File: src/rtl/riscv_mstage_lsu.sv
// riscv_mstage_lsu: memory-stage load unit with channel routing, data extension, timeout and flush.
module riscv_mstage_lsu #(
    parameter int XLEN    = 64,
    parameter int NCH     = 4,
    parameter int TIMEOUT = 16
) (
    input  logic                i_riscv_lsu_clk,
    input  logic                i_riscv_lsu_rst_n,
    input  logic                i_riscv_lsu_req_valid,
    output logic                o_riscv_lsu_req_ready,
    input  logic [XLEN-1:0]     i_riscv_lsu_addr,
    input  logic [2:0]          i_riscv_lsu_memext,
    input  logic [2:0]          i_riscv_lsu_chsel,
    input  logic                i_riscv_lsu_flush,
    output logic [NCH-1:0]      o_riscv_lsu_ch_req,
    input  logic [NCH-1:0]      i_riscv_lsu_ch_rvalid,
    input  logic [NCH*XLEN-1:0] i_riscv_lsu_ch_rdata,
    output logic                o_riscv_lsu_busy,
    output logic                o_riscv_lsu_valid,
    output logic [XLEN-1:0]     o_riscv_lsu_memload,
    output logic [1:0]          o_riscv_lsu_err
);
    typedef enum logic [1:0] {IDLE, WAIT, RESP} state_t;
    state_t state, state_nx;
    logic [2:0] off_q, ext_q;
    logic [NCH-1:0] ch_req_q;
    logic [7:0] cnt;
    logic [XLEN-1:0] memload_q, rd, sh, ext_data;
    logic [1:0] err_q;
    logic accept, bad_ch, misal, hit, tmo, unused_addr;
    assign unused_addr = ^i_riscv_lsu_addr[XLEN-1:3];
    assign accept = state == IDLE && i_riscv_lsu_req_valid && !i_riscv_lsu_flush;
    assign bad_ch = 32'(i_riscv_lsu_chsel) >= NCH;
    assign misal = (i_riscv_lsu_memext[1:0] == 2'd1 && i_riscv_lsu_addr[0]) ||
                   (i_riscv_lsu_memext[1:0] == 2'd2 && i_riscv_lsu_addr[1:0] != 2'd0) ||
                   (i_riscv_lsu_memext[1:0] == 2'd3 && i_riscv_lsu_addr[2:0] != 3'd0);
    // ch_req_q is one-hot on the selected channel during WAIT, so it masks both rvalid and rdata
    assign hit = state == WAIT && |(i_riscv_lsu_ch_rvalid & ch_req_q);
    assign tmo = state == WAIT && !hit && cnt == 8'(TIMEOUT);
    always_comb begin
        rd = '0;
        for (int k = 0; k < NCH; k++) rd = rd | (ch_req_q[k] ? i_riscv_lsu_ch_rdata[k*XLEN +: XLEN] : '0);
    end
    assign sh = rd >> {off_q, 3'b000};
    assign ext_data = ext_q[1:0] == 2'd0 ? {{(XLEN-8){sh[7] & ~ext_q[2]}}, sh[7:0]} :
                      ext_q[1:0] == 2'd1 ? {{(XLEN-16){sh[15] & ~ext_q[2]}}, sh[15:0]} :
                      ext_q[1:0] == 2'd2 ? {{(XLEN-32){sh[31] & ~ext_q[2]}}, sh[31:0]} : sh;
    always_ff @(posedge i_riscv_lsu_clk or negedge i_riscv_lsu_rst_n) begin
        if (!i_riscv_lsu_rst_n) state <= IDLE;
        else state <= state_nx;
    end
    always_comb begin
        state_nx = (state != IDLE && i_riscv_lsu_flush) ? IDLE :
                   state == IDLE ? (accept ? ((bad_ch || misal) ? RESP : WAIT) : IDLE) :
                   state == WAIT ? ((hit || tmo) ? RESP : WAIT) : IDLE;
    end
    always_comb begin
        o_riscv_lsu_req_ready = state == IDLE && !i_riscv_lsu_flush;
        o_riscv_lsu_busy      = state != IDLE;
        o_riscv_lsu_valid     = state == RESP && !i_riscv_lsu_flush;
        o_riscv_lsu_ch_req    = ch_req_q;
        o_riscv_lsu_memload   = memload_q;
        o_riscv_lsu_err       = err_q;
    end
    always_ff @(posedge i_riscv_lsu_clk or negedge i_riscv_lsu_rst_n) begin
        if (!i_riscv_lsu_rst_n) begin
            off_q     <= '0;
            ext_q     <= '0;
            ch_req_q  <= '0;
            cnt       <= '0;
            memload_q <= '0;
            err_q     <= '0;
        end else if (accept) begin
            off_q    <= i_riscv_lsu_addr[2:0];
            ext_q    <= i_riscv_lsu_memext;
            cnt      <= '0;
            ch_req_q <= (bad_ch || misal) ? '0 : NCH'(1) << i_riscv_lsu_chsel;
            if (bad_ch || misal) begin
                memload_q <= '0;
                err_q     <= bad_ch ? 2'b11 : 2'b01;
            end
        end else if (state == WAIT) begin
            if (i_riscv_lsu_flush) begin
                ch_req_q <= '0;
            end else if (hit) begin
                ch_req_q  <= '0;
                memload_q <= ext_data;
                err_q     <= 2'b00;
            end else if (tmo) begin
                ch_req_q  <= '0;
                memload_q <= '0;
                err_q     <= 2'b10;
            end else begin
                cnt <= cnt + 8'd1;
            end
        end
    end
endmodule

File: config.mk
export PLATFORM = sky130hd
export DESIGN_NAME = riscv_mstage_lsu
export DESIGN_NICKNAME = d
export VERILOG_FILES = /design/src/rtl/riscv_mstage_lsu.sv
export SDC_FILE = /design/constraint.sdc
export NUM_CORES = 1
export LEC_CHECK = 0
export ABC_AREA = 1
export CAP_MARGIN = 20
export CORE_AREA = 2 2 157 159
export CTS_BUF_LIST = sky130_fd_sc_hd__clkbuf_4
export DETAILED_ROUTE_END_ITERATION = 16
export DIE_AREA = 0 0 159 161
export PLACE_DENSITY = 0.68
export SKIP_LAST_GASP = 1
export SLEW_MARGIN = 20
export SYNTH_ARGS = -nofsm -noshare
export SYNTH_HDL_FRONTEND = slang
export SYNTH_SLANG_ARGS = --single-unit
export TNS_END_PERCENT = 50
File: constraint.sdc
create_clock -name i_riscv_lsu_clk -period 2.08 [get_ports i_riscv_lsu_clk]
set_input_delay 0.416 -clock i_riscv_lsu_clk [delete_from_list [all_inputs] [get_ports i_riscv_lsu_clk]]
set_output_delay 0.416 -clock i_riscv_lsu_clk [all_outputs]
set_load 0.005 [all_outputs]
; ---- Word-level counts from Yosys, hierarchy flattened
; Index checks and enable logic that the tools add are counted.
[totals]
reg_bits = 86
inputBits = 334
output_inout_bits = 73
elab_cells = 97
[classes]
add_sub_neg = 1
magnitude_cmp = 1
eq_ne = 12
shift = 2
n_mux = 37
bitwise_logic = 8
n_reduce_logical = 29
[op_table]
columns = op, count
row1 = 64-bit two-way mux, 13
row2 = 64-bit bitwise OR, 3
row3 = 64-bit by 6-bit right shift with 64-bit output, 1
row4 = 8-bit two-way mux, 5
row5 = 2-bit two-way mux, 13
row6 = 4-bit two-way mux, 6
row7 = 1-bit logical AND, 11
row8 = "8-bit by 1-bit adder with 8-bit output, second input constant", 1
row9 = "2-bit == test, second input constant", 4
row10 = "8-bit by 5-bit == test with 1-bit output, second input constant", 1
row11 = 4-bit AND reduction, 2
row12 = "2-bit by 1-bit == test with 1-bit output, second input constant", 3
row13 = 2-bit nonzero test, 3
row14 = 3-bit nonzero test, 2
row15 = 4-bit bitwise AND, 1
row16 = 2-bit zero test, 2
row17 = 1-bit logical OR, 4
row18 = "2-bit by 1-bit inequality test with 1-bit output, second input constant", 2
row19 = "2-bit inequality test, second input constant", 2
row20 = 4-bit nonzero test, 1
row21 = 4-bit OR reduction, 1
row22 = "1-bit by 3-bit left shift with 4-bit output, first input constant", 1
row23 = 1-bit bitwise AND, 3
row24 = "3-bit greater-or-equal comparator, second input constant", 1
row25 = other kinds (3), 4

; ---- Longest topological paths before layout
[depth]
word_depth = 13
ltp_mapped = 13
ltp_nobuf = 13

; ---- Worst setup path after synthesis
; OpenSTA, ideal clock, no wires.
[synth_path]
path_type = register to register
startpoint = register ch_req_q[2] (netlist: o_riscv_lsu_ch_req[2])
endpoint = register memload_q[39] (netlist: o_riscv_lsu_memload[39])
setup_ps = 117
arrival_time_ps = 1572
t_required_ps = 1963
path_slack_ps = 391
stages_incl_launch_ff = 14
n_path_buf = 3
synth_period_minus_slack_ps = 1689
cell_sequence = dfrtp_1 buf_4 nand2_1 nand2_1 nor2_1 nand2_1 nand3_1 nand3_1 nand3_1 nand2_1 buf_4 buf_4 nand3_1 nand2_1
[synth_between]
elab_chain_len = 12
elab_cells_between_ends = 22
classes_between = shift: 1 / mux: 8 / bitwise: 6 / reduce/logical: 7
[synth_lines]
columns = element, line
row1 = start: declaration, 26  ; logic [NCH-1:0] ch_req_q;
row2 = start signal: assignment, 77  ; ch_req_q <= (bad_ch || misal) ? '0 : NCH'(1) << i_riscv_lsu_chsel;
row3 = 64-bit two-way mux, 42  ; for (int k = 0; k < NCH; k++) rd = rd | (ch_req_q[k] ? i_riscv_lsu_ch_rdata[k*XLEN +: XLEN] : '0);
row4 = 64-bit bitwise OR (2 in a row), 42
row5 = 64-bit by 6-bit right shift with 64-bit output, 44  ; assign sh = rd >> {off_q, 3'b000};
row6 = 1-bit bitwise AND, 47  ; ext_q[1:0] == 2'd2 ? {{(XLEN-32){sh[31] & ~ext_q[2]}}, sh[31:0]} : sh;
row7 = 64-bit two-way mux, 47
row8 = 64-bit two-way mux, 46  ; ext_q[1:0] == 2'd1 ? {{(XLEN-16){sh[15] & ~ext_q[2]}}, sh[15:0]} :
row9 = 64-bit two-way mux, 45  ; assign ext_data = ext_q[1:0] == 2'd0 ? {{(XLEN-8){sh[7] & ~ext_q[2]}}, sh[7:0]} :
row10 = 64-bit two-way mux, 85  ; end else if (hit) begin
row11 = 64-bit two-way mux, 83  ; if (i_riscv_lsu_flush) begin
row12 = 64-bit two-way mux, 82  ; end else if (state == WAIT) begin
row13 = 64-bit two-way mux, 73  ; end else if (accept) begin
row14 = end signal: assignment, 87  ; memload_q <= ext_data;
row15 = end: declaration, 28  ; logic [XLEN-1:0] memload_q, rd, sh, ext_data;
; Several ways; a longest one is shown, not always the timed one. The select of a mux whose other input is x is not followed.
; A chain may end at the register's enable or synchronous reset.

; ---- Final worst setup path
[layout_path]
startpoint = register ch_req_q[1] (netlist: o_riscv_lsu_ch_req[1])
endpoint = register memload_q[18] (netlist: o_riscv_lsu_memload[18])
[layout_between]
elab_chain_len = 12
elab_cells_between_ends = 22
classes_between = shift: 1 / mux: 8 / bitwise: 6 / reduce/logical: 7
[layout_lines]
columns = element, line
row1 = 64-bit two-way mux, 42
row2 = 64-bit bitwise OR (3 in a row), 42
row3 = 64-bit by 6-bit right shift with 64-bit output, 44
row4 = 64-bit two-way mux or 1-bit bitwise AND (tied branches), "47, 46"
row5 = 64-bit two-way mux, 46
row6 = 64-bit two-way mux, 45
row7 = 64-bit two-way mux, 85
row8 = 64-bit two-way mux, 83
row9 = 64-bit two-way mux, 82
row10 = 64-bit two-way mux, 73
; Several ways; a longest one is shown, not always the timed one. The select of a mux whose other input is x is not followed.

==> run_results.csv <==
group,metric,value,unit
synthesis,synth-edff-count,0,
critical_path,required,2.44,ns
detailed_routing,routedWlPerCell,18.4,um
detailed_routing,drc,0,
run,drv_cap,0,
floorplan,core,0.0240,mm^2
placed_design,place_hpwl,28900,um
detailed_routing,vias,10400,
sta,fin_crit_sh,0.992,
floorplan,die_width,159,um
outcome,status,"finished clean",
clock_network,clockBufferDepth,2,
clock_network,insertion_delay,0.48,ns
synthesis,syn_area,0.00767,mm^2
critical_path,crit_arrival,2.43,ns
pwr,peakVddDrop,0.615,mV
sta,slew_viol_final,0,
synthesis,synth_top_area_frac,0.316,
synthesis,postSynthAreaPerCell,5.71,um^2
detailed_routing,drt-total-wl,37700,um
floorplan,io_pins,407,
placed_design,dp_slack,-0.181,ns
pwr,p_per_area,956,mW/mm^2
sta,relSlewSlack,0.648,
placed_design,dp_cells,2003,
global_route,grt.overflow.total,0,
synthesis,yosysSeqAreaShare,0.281,
sta,fin_hold_ws,0.335,ns
clock_network,cts_tree,"yes",
sta,setup_viol,0,
detailed_routing,final_antenna_net_count,0,
synthesis,synthFlopType,"dfrtp_1",
synthesis,yosysWarnings,0,
sta,worst_pin_slew,0.526,ns
placed_design,io_buffers,345,
sta,skew,0.0189,ns
sta,fmax,485,MHz
synthesis,syn-num-nets,1680,
floorplan,start_util,0.320,
sta,min_period,2.06,ns
critical_path,path_class,"reg2reg",
finish,fin_area,0.0127,mm^2
finish,fin_nets,2053,
floorplan,die_h,161,um
sta,finalHoldViolCount,0,
finish,area_delta_synth_final,65.0,%
floorplan,num_rows,57,
detailed_routing,drt_first_pass_iters,5,
synthesis,yosysUniqueCellTypes,37,
detailed_routing,drt_iter0_markers,975,
synthesis,netlist_instances,1344,
placed_design,gp_congestion,0.966,
global_route,grt_usage,0.271,
finish,drive_gt1_frac,0.125,
global_route,grt_max_degree,77,
global_route,grt_pass1_vias,9600,
clock_network,htree_num_levels,3,
global_route,grt_first_pass_wirelength,53700,um
sta,timing.final.ws_setup,0.0165,ns
synthesis,ys_top_cells_by_area,"nand2_1, dfrtp_1, nand3_1, a21oi_1, nor2_1",
worst_hold_path,worstHoldPathType,"in2async",
critical_path,startpoint_type,"flop",
clock_network,cts_sinks,86,
critical_path,setup.worst_path.end_class,"flop",
finish,fin_cells,2047,
clock_network,path_clk_slew,0.15,ns
synthesis,synthArstFlopShare,1.00,
pwr,p_leak,0.00609,uW
clock_network,root_buffer,"clkbuf_4",
synthesis,synth-seq-cells,86,
placed_design,postPlaceCellArea,0.0119,mm^2
detailed_routing,avgViaCountPerCell,5.06,
finish,post-route-util,0.528,
synthesis,yosysTopAreaCell,"nand2_1",
sta,rsz0062_at_grt,"yes",
critical_path,crit_fanout,23,
clock_network,numCtsBuffers,9,
global_route,antenna_found_initial,3,
floorplan,dieArea,0.0256,mm^2
worst paths after layout:
check	to	slack [ns]	startpoint	cells past startpoint
worst max-delay path	o_riscv_lsu_memload[18]	0.02	o_riscv_lsu_ch_req[1]	13
worst min-delay path	o_riscv_lsu_memload[7]	0.33	i_riscv_lsu_rst_n	2
worst max register to register	o_riscv_lsu_memload[18]	0.02	o_riscv_lsu_ch_req[1]	13
worst min register to register	o_riscv_lsu_err[0]	0.49	o_riscv_lsu_err[0]	2
max in group asynchronous	o_riscv_lsu_memload[26]	1.06	i_riscv_lsu_rst_n	3
min in group i_riscv_lsu_clk	o_riscv_lsu_err[0]	0.49	o_riscv_lsu_err[0]	2
synthesized netlist by cell type, types with 2 or more instances:
library cell,n
clkbuf_1,21
nor2_2,5
ha_1,2
buf_1,12
o21ai_0,44
nor3_1,8
a21oi_1,100
nand3_2,6
o22ai_1,2
o31ai_1,3
nand4_1,11
buf_4,14
inv_2,7
nor2_1,103
inv_1,48
nor2_4,2
buf_2,34
nand2_1,646
dfrtp_1,86
nand2_2,3
o211ai_1,7
nand3_1,149
o21ai_1,8
xor2_1,2
buf_6,9
worst max-delay path, stage by stage, from the launching register on:
cell and delay (ns):
dfrtp_2 0.47, buf_4 0.15, buf_12 0.15, nand2_1 0.06
nand2_1 0.06, nor2_2 0.15, nand2_2 0.09, nand3_2 0.09
nand3_1 0.11, nand3_2 0.11, nand2_4 0.12, clkbuf_16 0.21
nand3_1 0.10, nand2_1 0.06
sequential cells by signal (all words and copies together), names as in the netlist:
name / cells
o_riscv_lsu_ch_req: 4
off_q: 3
o_riscv_lsu_err: 2
cnt: 8
state: 2
o_riscv_lsu_memload: 64
ext_q: 3
layer usage:
layer | share of wire | global-route usage | wire, um | vias up
met5 | 0.00042 | 0 | 16 | -
li1 | - | - | - | 5040
met2 | 0.50 | 0.501 | 18700 | 473
met4 | 0.026 | 0.0595 | 975 | 2
met3 | 0.074 | 0.0452 | 2790 | 55
met1 | 0.40 | 0.331 | 15300 | 4791
per-stage QoR:
step | total power (uW) | setup TNS (ns)
6_report | 12100 | 0
5_1_grt | 13000 | -2.39
4_1_cts | 11300 | -0.00687
3_5_place_dp | 10100 | -8.20
3_3_place_gp | 10000 | -5.51
2_1_floorplan | 6690 | 0
logic make-up (layout without fill, tap and decap cells):
| logic type | count (synthesis) | in the layout | synth area share |
|---|---|---|---|
| and+or+nand+nor | 938 | 938 | 0.503 |
| buffers and inverters | 146 | 524 | 0.0930 |
| AOI/OAI and AO/OA | 168 | 168 | 0.116 |
| muxes | 1 | 1 | 0.00131 |
| adders and majority gates | 2 | 2 | 0.00326 |
| xor gates and xnor gates | 3 | 3 | 0.00343 |
| other | 0 | 1 | 0 |
| DFF | 86 | 86 | 0.281 |
cells in the final DEF, fill, tap and decap left out, types with 8 or more instances in the layout:
cell / instances
clkbuf_16: 9
clkdlybuf4s50_1: 341
nand3_2: 17
inv_1: 48
dfrtp_1: 80
buf_4: 76
nand3_1: 137
buf_12: 18
nor2_2: 23
o21ai_0: 39
nand2_1: 638
o21ai_1: 11
a21oi_1: 89
nor3_1: 8
clkbuf_4: 9
a21oi_2: 11
nand2_2: 10
nand4_1: 11
nor2_4: 9
nor2_1: 78
report_power, final:
group	switching [uW]	internal, uW	leakage (uW)
clock	635	490	0.0000825
combinational	4840	3620	0.00484
sequential	369	2140	0.00116
area by class of cell:
type,instances,area (um^2)
flip-flops and latches,86,2160
repair buffers,452,4650
clock buffers,9,67.6
inverters,56,213
diodes,1,2.50
clock inverters,7,97.6
fillers,2478,11300
well taps,324,405
multi-input cells,1112,5050
what timing repair did:
action	in CTS	in global routing
buffers inserted	5	9
pin swaps	1	15
endpoints found under the hold margin	17	0
cloned	0	12
resized for setup	4	72
hold buffers	1	0
endpoints found under the setup margin	51	60
No activity file was read; power rests on OpenSTA's default activity.
